**src/rtl/load_store_unit.sv**
```systemverilog
// Load/store unit between a request/response pipeline and a word-wide data
// memory. It handles byte/half/word accesses with little-endian lanes, does
// sub-word stores as read-modify-write, and flags misaligned, out-of-range
// and illegal-size requests without touching memory.
module load_store_unit #(
    parameter int ADDR_WIDTH = 20
) (
    input  logic        clk,
    input  logic        rst,
    input  logic        req_valid,
    output logic        req_ready,
    input  logic        req_store,
    input  logic [1:0]  req_size,
    input  logic        req_unsigned,
    input  logic [31:0] req_addr,
    input  logic [31:0] req_wdata,
    output logic        resp_valid,
    input  logic        resp_ready,
    output logic [31:0] resp_rdata,
    output logic        resp_err,
    output logic [31:0] mem_addr,
    output logic [31:0] mem_wdata,
    output logic        mem_read,
    output logic        mem_write,
    input  logic [31:0] mem_rdata
);

    typedef enum logic [1:0] {
        ST_IDLE,
        ST_READ,
        ST_WRITE,
        ST_RESP
    } state_t;

    state_t      r_state;
    state_t      w_next;

    logic        r_store;
    logic [1:0]  r_size;
    logic        r_unsigned;
    logic [31:0] r_addr;
    logic [31:0] r_wdata;
    logic [31:0] r_word;
    logic [31:0] r_rdata;
    logic        r_err;

    logic        w_accept;
    logic        w_err;
    logic [31:0] w_shifted;
    logic [31:0] w_load_data;
    logic [31:0] w_lane_mask;
    logic [31:0] w_lane_data;
    logic [31:0] w_merged;

    assign w_accept = req_valid && (r_state == ST_IDLE);

    // Request legality: illegal size, misalignment, or address beyond memory depth
    always_comb begin
        w_err = 1'b0;
        if (req_size == 2'b11) begin
            w_err = 1'b1;
        end
        if ((req_size == 2'b01) && req_addr[0]) begin
            w_err = 1'b1;
        end
        if ((req_size == 2'b10) && (req_addr[1:0] != 2'b00)) begin
            w_err = 1'b1;
        end
        if ((req_addr >> (ADDR_WIDTH + 2)) != '0) begin
            w_err = 1'b1;
        end
    end

    // Load extraction: move the addressed lane to bit 0, then extend
    always_comb begin
        w_shifted   = mem_rdata >> {r_addr[1:0], 3'b000};
        w_load_data = mem_rdata;
        case (r_size)
            2'b00:   w_load_data = r_unsigned ? {24'h000000, w_shifted[7:0]}
                                              : {{24{w_shifted[7]}}, w_shifted[7:0]};
            2'b01:   w_load_data = r_unsigned ? {16'h0000, w_shifted[15:0]}
                                              : {{16{w_shifted[15]}}, w_shifted[15:0]};
            default: w_load_data = mem_rdata;
        endcase
    end

    // Store merge: replace only the addressed lane(s) of the word read back
    always_comb begin
        w_lane_mask = ((r_size == 2'b00) ? 32'h0000_00FF : 32'h0000_FFFF) << {r_addr[1:0], 3'b000};
        w_lane_data = r_wdata << {r_addr[1:0], 3'b000};
        if (r_size == 2'b10) begin
            w_merged = r_wdata;
        end else begin
            w_merged = (r_word & ~w_lane_mask) | (w_lane_data & w_lane_mask);
        end
    end

    // State register; reset drops any in-flight request
    always_ff @(posedge clk or negedge rst) begin
        if (!rst) begin
            r_state <= ST_IDLE;
        end else begin
            r_state <= w_next;
        end
    end

    // Next-state and state-decoded outputs
    always_comb begin
        w_next     = r_state;
        req_ready  = 1'b0;
        resp_valid = 1'b0;
        resp_rdata = '0;
        resp_err   = 1'b0;
        mem_addr   = '0;
        mem_wdata  = '0;
        mem_read   = 1'b1;
        mem_write  = 1'b0;
        case (r_state)
            ST_IDLE: begin
                req_ready = 1'b1;
                if (req_valid) begin
                    if (w_err) begin
                        w_next = ST_RESP;
                    end else if (req_store && (req_size == 2'b10)) begin
                        w_next = ST_WRITE;
                    end else begin
                        w_next = ST_READ;
                    end
                end
            end
            ST_READ: begin
                mem_read = 1'b0;
                mem_addr = {2'b00, r_addr[31:2]};
                w_next   = r_store ? ST_WRITE : ST_RESP;
            end
            ST_WRITE: begin
                mem_write = 1'b1;
                mem_addr  = {2'b00, r_addr[31:2]};
                mem_wdata = w_merged;
                w_next    = ST_RESP;
            end
            ST_RESP: begin
                resp_valid = 1'b1;
                resp_rdata = r_rdata;
                resp_err   = r_err;
                if (resp_ready) begin
                    w_next = ST_IDLE;
                end
            end
            default: w_next = ST_IDLE;
        endcase
    end

    // Request capture at accept; memory sample on the edge leaving READ
    always_ff @(posedge clk or negedge rst) begin
        if (!rst) begin
            r_store    <= 1'b0;
            r_size     <= '0;
            r_unsigned <= 1'b0;
            r_addr     <= '0;
            r_wdata    <= '0;
            r_word     <= '0;
            r_rdata    <= '0;
            r_err      <= 1'b0;
        end else if (w_accept) begin
            r_store    <= req_store;
            r_size     <= req_size;
            r_unsigned <= req_unsigned;
            r_addr     <= req_addr;
            r_wdata    <= req_wdata;
            r_rdata    <= '0;
            r_err      <= w_err;
        end else if (r_state == ST_READ) begin
            if (r_store) begin
                r_word <= mem_rdata;
            end else begin
                r_rdata <= w_load_data;
            end
        end
    end

endmodule

```
**config.mk**
```make
export PLATFORM = sky130hd
export DESIGN_NAME = load_store_unit
export DESIGN_NICKNAME = d
export VERILOG_FILES = /design/src/rtl/load_store_unit.sv
export SDC_FILE = /design/constraint.sdc
export NUM_CORES = 1
export LEC_CHECK = 0
export ABC_AREA = 0
export CORE_UTILIZATION = 55
export DETAILED_ROUTE_END_ITERATION = 16
export DONT_BUFFER_PORTS = 1
export MAX_ROUTING_LAYER = met4
export PLACE_DENSITY = 0.71
export SLEW_MARGIN = 25
export SYNTH_ARGS = -nofsm -noshare
export SYNTH_HDL_FRONTEND = slang
export SYNTH_SLANG_ARGS = --single-unit
```
**constraint.sdc**
```tcl
create_clock -name clk -period 3.6 [get_ports clk]
set_input_delay 0.54 -clock clk [delete_from_list [all_inputs] [get_ports clk]]
set_output_delay 0.54 -clock clk [all_outputs]
set_load 0.005 [all_outputs]
```
* Yosys cells after proc, flatten, opt, wreduce, memory -nomap -nowiden *
Cells that the tools add are included.

cells by class
  reduce and logical (&&, ||, !) cells = 13
  eq/ne operators = 11
  bitwise operators = 5
  shifts and indexed selects = 3
  multiplexer cells = 26

operators by type and width
  kind                  count
  $mux W32              8
  $and A32 B32 Y32      2
  $pmux W32 S2          1
  $not A32 Y32          1
  $or A32 B32 Y32       1
  $reduce_bool A32 Y1   1
  $shl A16 B5 Y32       1
  $shl A32 B5 Y32       1
  $shr A32 B5 Y16       1
  $mux W30              1
  $mux W16              1
  $eq A2 B2 Y1 const B  5
  $mux W1               10
  $mux W2               4
  $pmux W2 S4           1
  $eq A2 B1 Y1 const B  3
  $logic_and A1 B1 Y1   4
  $logic_not A2 Y1      2
  $ne A2 B2 Y1 const B  2
  $reduce_and A2 Y1     2
  $reduce_bool A2 Y1    2
  $reduce_and A3 Y1     1
  $ne A2 B1 Y1 const B  1
  $reduce_or A2 Y1      1
  $not A1 Y1            1

word-level totals
  output and inout port bits = 101
  logic and storage cells = 67
  bits in registers = 135
  bits of input ports = 104

* Longest topological paths before layout *
Gate-level depths: netlist (run 1).

  word-level depth = 8
  gate-level depth with buffers = 8
  gate-level depth less buffers = 6

* Least setup slack after synthesis (run 1) *
No wires, ideal clock.

  path kind = register to output
  start = register r_size[0]
  end = output port mem_wdata[13]
  path slack = 1.452 ns
  arrival = 1.608 ns
  cell stages (with the launch flop) = 8
  data required time = 3.060 ns
  buffers on the path = 3
  cell sequence = dfrtp_1 > buf_2 > buf_1 > nor3_1 > buf_2 > o21ai_0 > o31ai_1 > a22o_1

on the way
  longest elaborated chain between the ends = 8
  elaborated cells on any way between the ends = 10
  those cells by class = eq/ne: 1; shift: 1; mux: 3; bitwise: 4; reduce/logical: 1

ends and longest elaborated chain
  what                    RTL line  source
  from (decl)             39        logic [1:0] r_size;
  from (signal assigned)  167       r_size <= req_size;
  $logic_not A2 Y1        89        w_lane_mask = ((r_size == 2'b00) ? 32'h0000_00FF : 32'h0000_FFFF) << {r_addr[1:0], 3'b000};
  $mux W16                89
  $shl A16 B5 Y32         89
  $not A32 Y32            94        w_merged = (r_word & ~w_lane_mask) | (w_lane_data & w_lane_mask);
  $and A32 B32 Y32        94
  $or A32 B32 Y32         94
  $mux W32 *              91        if (r_size == 2'b10) begin
  $mux W32 *              118       case (r_state)
  to (decl)               22        output logic [31:0] mem_wdata,

Mark *: on every way between the ends. The rest lies on a longest branch, timed or not.

* Final worst setup path (run 1) *
  start = register r_size[0]
  end = output port mem_wdata[30]

Same word-level chain as after synthesis.

==> results_dict.tcl, run 1 <==
set metrics [dict create \
    grt_pass1_wl_um 28200 \
    routed_via_density 6.29 \
    tns_ps 0 \
    cts_resized 0 \
    yosysWarnings 0 \
    place_area_um2 7070 \
    yosysTopAreaCellShare_pct 48.2 \
    path_max_fanout 24 \
    place_inst 773 \
    synth_area_per_cell_um2 10.9 \
    yosys_register_bits 135 \
    cts-root-buf "clkbuf_16" \
    io_buffer_count 0 \
    die_width_um 115 \
    synth_area_um2 7010 \
    numCtsBuffers 17 \
    clock-sinks 135 \
    antenna_found_initial 0 \
    worst_slew_pin_slew_ps 873 \
    clk_latency_ps 420 \
    finalSetupViolations 0 \
    critPathKind "flip-flop to output pin" \
    fin_worst_skew_ps 6.18 \
    power.share.switching_pct 38.1 \
    synthFlopType "dfrtp_1" \
    final-instance-count-excl-fill 804 \
    r2r-end "r_word[9]" \
    power_switching_mw 2.92 \
    synth_commonest_cells "dfrtp_1 (135), mux2_2 (102), and2_1 (65), nand2_1 (59), o21ai_0 (49)" \
    cts_tree "yes" \
    power_frac_clock_pct 22.5 \
    synth.distinct_cells 40 \
    initial_core_util_pct 57.4 \
    power.leakage_nw 3.32 \
    core_region_area_um2 12200 \
    cts_setup_buffers 0 \
    cp-start-kind "flip-flop" \
    cp_data_required_time_ps 3060 \
    ant_nets 0 \
    hold_viol 135 \
    p_seq_share_pct 36.2 \
    synth_top_area_cell "dfrtp_1" \
    design_area_um2 7670 \
    hp-class "input pin to async pin" \
    r2r_start "r_state[0]" \
    antenna_cells 0 \
    post-route-drc-count 0 \
    cap_viol_max_count 0 \
    post-place-ws_ps 947 \
    grt_start_max_net_pins 136 \
    wire_per_inst_um 23.0 \
    relSlewSlack_pct 41.8 \
    overflow 0 \
    powerDensity_nw_per_um2 1000 \
    first_iter_violations 435 \
    die-area_um2 13200 \
    arrival_ps 2630 \
    period_minus_slack_ps 3170 \
    dpl.hpwl_um 13400 \
    ys_top_cells_by_area "dfrtp_1 (48%), mux2_2 (16%), and2_1 (5.8%)" \
    finish.utilization_pct 62.8 \
    fin_ws_ps 433 \
    clock.fmax_ghz 0.316 \
    rsz0062_at_grt "no" \
    holdWs_ps -186 \
    netlist_instances 645 \
    r2r_cells 6 \
    outcome "finished with violations" \
    grt_pass1_vias 5020 \
    drive_above_1_share_pct 23.3 \
    finalNetCount 733 \
    violations "hold timing" \
    yosysSeqAreaShare_pct 48.2 \
    gp_congestion 0.860 \
    die_h_um 115 \
    clockBufferDepth 2 \
    grt_usage_pct 29.9 \
    p_int_mw 4.76 \
    rows 40 \
    cp-startpoint "r_size[0]" \
    fin_crit_sh_pct 88.0 \
    wl_um 18500 \
    clkTransAtPathRegs_ps 60 \
    num_vias 5059 \
    critPathCaptureType "output pin" \
    first_pass_iters 5 \
    io_pins 205 \
    comb_power_share_pct 41.3 \
    syn_to_final_growth_pct 9.47 \
    vdd_drop_max_uv 457 \
    rrSetupSlack_ps 970 \
    synth_async_sr_flop_share_pct 100 \
    htree_levels 4 \
    yosysMostFrequentCell "dfrtp_1" \
    synth-edff-count 0 \
    timing.final.max_slew_violations 0 \
]
[registers in the layout (all words and copies together) (netlist names)]
| name | cells |
|---|---|
| r_state | 2 |
| r_err | 1 |
| r_size | 2 |
| r_unsigned | 1 |
| r_addr | 32 |
| r_wdata | 32 |
| r_rdata | 32 |
| r_word | 32 |
| r_store | 1 |
[stage by stage]
step | total power, mW | hold WS (ps)
after floorplan | 5.12 | 244
after global placement | 5.82 | 251
after detailed placement | 5.93 | 249
after CTS | 7.69 | -199
after global routing | 8.13 | -204
final | 7.68 | -186
[worst max-delay path by stage]
stage / end / cells after the start
after floorplan: mem_wdata[13] / 7
after global placement: mem_wdata[10] / 3
after detailed placement: mem_wdata[10] / 3
after CTS: mem_wdata[10] / 3
after global routing: mem_wdata[17] / 4
final: mem_wdata[30] / 4
[routing by layer]
layer | global-route usage [%] | vias to the layer above | share of wire (%)
li1 | - | 2257 | -
met1 | 38.2 | 2516 | 43
met2 | 44.6 | 241 | 47
met3 | 7.12 | 45 | 6.8
met4 | 15.0 | 0 | 3.6
met5 | - | - | 0
[critical path, stage by stage, from the launching register on]
cell and delay (ps):
dfrtp_1 590, nor2b_1 510, and2_1 780, nand2_1 150, o21ai_0 170
[cell families (layout without fill, tap and decap cells)]
| group | after synthesis | count (layout) | synth area share (%) |
|---|---|---|---|
| other cells | 1 | 2 | 0.0535 |
| flops | 135 | 135 | 48.2 |
| mux | 129 | 129 | 20.3 |
| simple gates | 164 | 164 | 11.8 |
| compound gates | 145 | 145 | 14.7 |
| buf+inv | 66 | 56 | 4.07 |
| fa+ha+maj | 5 | 5 | 0.893 |
[power by group through the flow]
stage	Clock, mW	Sequential (mW)	Combinational (mW)
2_1_floorplan	0	2.51	2.61
3_3_place_gp	0	2.75	3.08
3_5_place_dp	0	2.78	3.15
4_1_cts	1.75	2.77	3.16
5_1_grt	1.82	2.86	3.46
6_report	1.73	2.78	3.17
[cell usage in the layout (no fill, tap or decap), drive strengths merged, types with 2 or more instances in the layout]
cell	n
dfrtp	135
mux2	104
and2	65
nand2	59
o21ai	51
mux2i	25
clkbuf	24
nor2	22
o221ai	22
a221o	17
a21oi	16
inv	15
buf	10
o31ai	9
a22o	8
a21boi	8
a2bb2oi	7
ha	5
nor2b	3
nor3	3
and3	3
clkinvlp	3
nand2b	2
o22ai	2
nor4	2
nor3b	2
conb	2
clkinv	2
bufinv	2
[area by class of cell]
cell class	count	area, um^2
inverter	15	56.3
clock buffer	24	502
clock inverter	7	92.6
sequential	135	3380
timing repair buffer	10	75.1
multi-input combinational	445	3350
fill	1030	4540
tap	168	210
No activity file was read; power rests on OpenSTA's default activity.
==> run 2, diff against run 1 <==
--- a/config.mk
+++ b/config.mk
@@ -9,7 +9,7 @@
 export CORE_UTILIZATION = 55
 export DETAILED_ROUTE_END_ITERATION = 16
 export DONT_BUFFER_PORTS = 1
-export MAX_ROUTING_LAYER = met4
+export GPL_TIMING_DRIVEN = 0
 export PLACE_DENSITY = 0.71
 export SLEW_MARGIN = 25
 export SYNTH_ARGS = -nofsm -noshare
==> run 2 against run 1 <==
  * The flow still finishes with violations (hold timing)
  * Maximum frequency grew 2.1%
  * Sequential cell count is the same
  * Clock power hardly changed
  * Largest power group unchanged
  * Final cell count is 5.2% higher
==> results_dict.tcl, run 2 (same netlist as run 1, synthesis figures left out) <==
set metrics [dict create \
    grt_start_max_net_pins 136 \
    drive_above_1_share_pct 22.7 \
    cap_viol_max_count 0 \
    die-area_um2 13200 \
    io_pins 205 \
    cp_data_required_time_ps 3060 \
    design_area_um2 7820 \
    period_minus_slack_ps 3100 \
    cp-start-kind "flip-flop" \
    mostFrequentLayoutCells "dfrtp_1 (135), mux2_2 (102), and2_1 (65), nand2_1 (59), o21ai_0 (49)" \
    antenna_cells 0 \
    critPathMaxStageDelay_ps 430 \
    hold_viol 135 \
    cts_setup_buffers 0 \
    cts_tree "yes" \
    clockBufferDepth 2 \
    cts_resized 0 \
    path_max_fanout 10 \
    die_h_um 115 \
    critPathCaptureType "output pin" \
    timing.final.max_slew_violations 0 \
    cp.buffers_inverters 3 \
    r2r_start "r_state[0]" \
    first_iter_violations 407 \
    r2r-end "r_rdata[14]" \
    syn_to_final_growth_pct 11.6 \
    powerDensity_nw_per_um2 1000 \
    finalNetCount 774 \
    wl_met3_um 1590 \
    core_region_area_um2 12200 \
    timing.critical_path.cells "clkbuf_1 > nor2b_1 > clkbuf_1 > nor2b_1 > buf_2 > o221ai_1 > o21ai_0" \
    arrival_ps 2560 \
    relSlewSlack_pct 52.0 \
    numCtsBuffers 17 \
    dpl.hpwl_um 14400 \
    final_common_cell "dfrtp_1" \
    gp_congestion 0.891 \
    routed_via_density 6.20 \
    clkTransAtPathRegs_ps 60 \
    tns_ps 0 \
    place_inst 814 \
    fin_crit_sh_pct 86.2 \
    hp-class "input pin to async pin" \
    fin_worst_skew_ps 7.18 \
    finalSetupViolations 0 \
    htree_levels 4 \
    wire_per_inst_um 22.8 \
    grt_pass1_wl_um 29500 \
    rrSetupSlack_ps 1190 \
    initial_core_util_pct 57.4 \
    critPathKind "flip-flop to output pin" \
    clk_latency_ps 420 \
    worst_slew_pin_slew_ps 716 \
    die_width_um 115 \
    finish.utilization_pct 64.0 \
    violations "hold timing" \
    cp_top_family "buffers and inverters" \
    final-instance-count-excl-fill 846 \
    holdWs_ps -186 \
    place_area_um2 7220 \
    top_layer_used "met4" \
    first_pass_iters 5 \
    grt_pass1_vias 5253 \
    vdd_drop_max_uv 531 \
    io_buffer_count 0 \
    post-route-drc-count 0 \
    antenna_found_initial 0 \
    num_vias 5249 \
    rows 40 \
    ant_nets 0 \
    grt_usage_pct 30.6 \
    rsz0062_at_grt "no" \
    overflow 0 \
    wl_um 19300 \
    power.leakage_nw 3.40 \
    clock-sinks 135 \
    wl_met1_um 8010 \
    cts-root-buf "clkbuf_16" \
    clock.fmax_ghz 0.322 \
    met2WireLength_um 9000 \
    outcome "finished with violations" \
    r2r_cells 8 \
    slowest_stage "nor2b_1" \
]
## run 2: through the flow
stage          setup WS, ps  power [mW]
6_report                498        7.83
5_1_grt                 227        8.30
4_1_cts                 497        7.82
3_5_place_dp            967        6.04
3_3_place_gp            943        5.91
2_1_floorplan          1450        5.12
## run 2: worst max path at each step
stage	from	endpoint	slack, ps	cells past startpoint
final	r_size[1]	mem_wdata[23]	500	7
after global placement	r_size[1]	mem_wdata[15]	940	5
after CTS	r_size[1]	mem_wdata[15]	500	5
after global routing	r_size[1]	mem_wdata[15]	230	5
after detailed placement	r_size[1]	mem_wdata[15]	970	5
after floorplan	r_size[0]	mem_wdata[13]	1450	7
## run 2: area by class of cell
cell class	instances	area, um^2
Fill cell	1021	4400
Sequential cell	135	3380
Multi-Input combinational cell	445	3350
Clock buffer	18	439
Buffer	51	229
Tap cell	168	210
Clock inverter	14	158
Inverter	15	56.3
## run 2: where the power goes
| group | internal (mW) | switching, mW |
|---|---|---|
| clock network | 1.10 | 0.655 |
| registers | 2.23 | 0.486 |
| logic | 1.47 | 1.89 |
| total | 4.80 | 3.03 |
## run 2: per-layer routing
layer	vias up	track usage, %
met5	-	0
met2	274	48.9
met3	45	9.12
li1	2346	-
met1	2584	38.2
met4	0	14.3
## run 2: worst register-to-register path: stages, from the launching register on
cell and delay [ps]:
dfrtp_1 400, inv_1 100, ha_1 270, nand2_1 300, and2_1 180, clkbuf_1 320, clkbuf_1 390, o21ai_0 140
o21ai_0 220
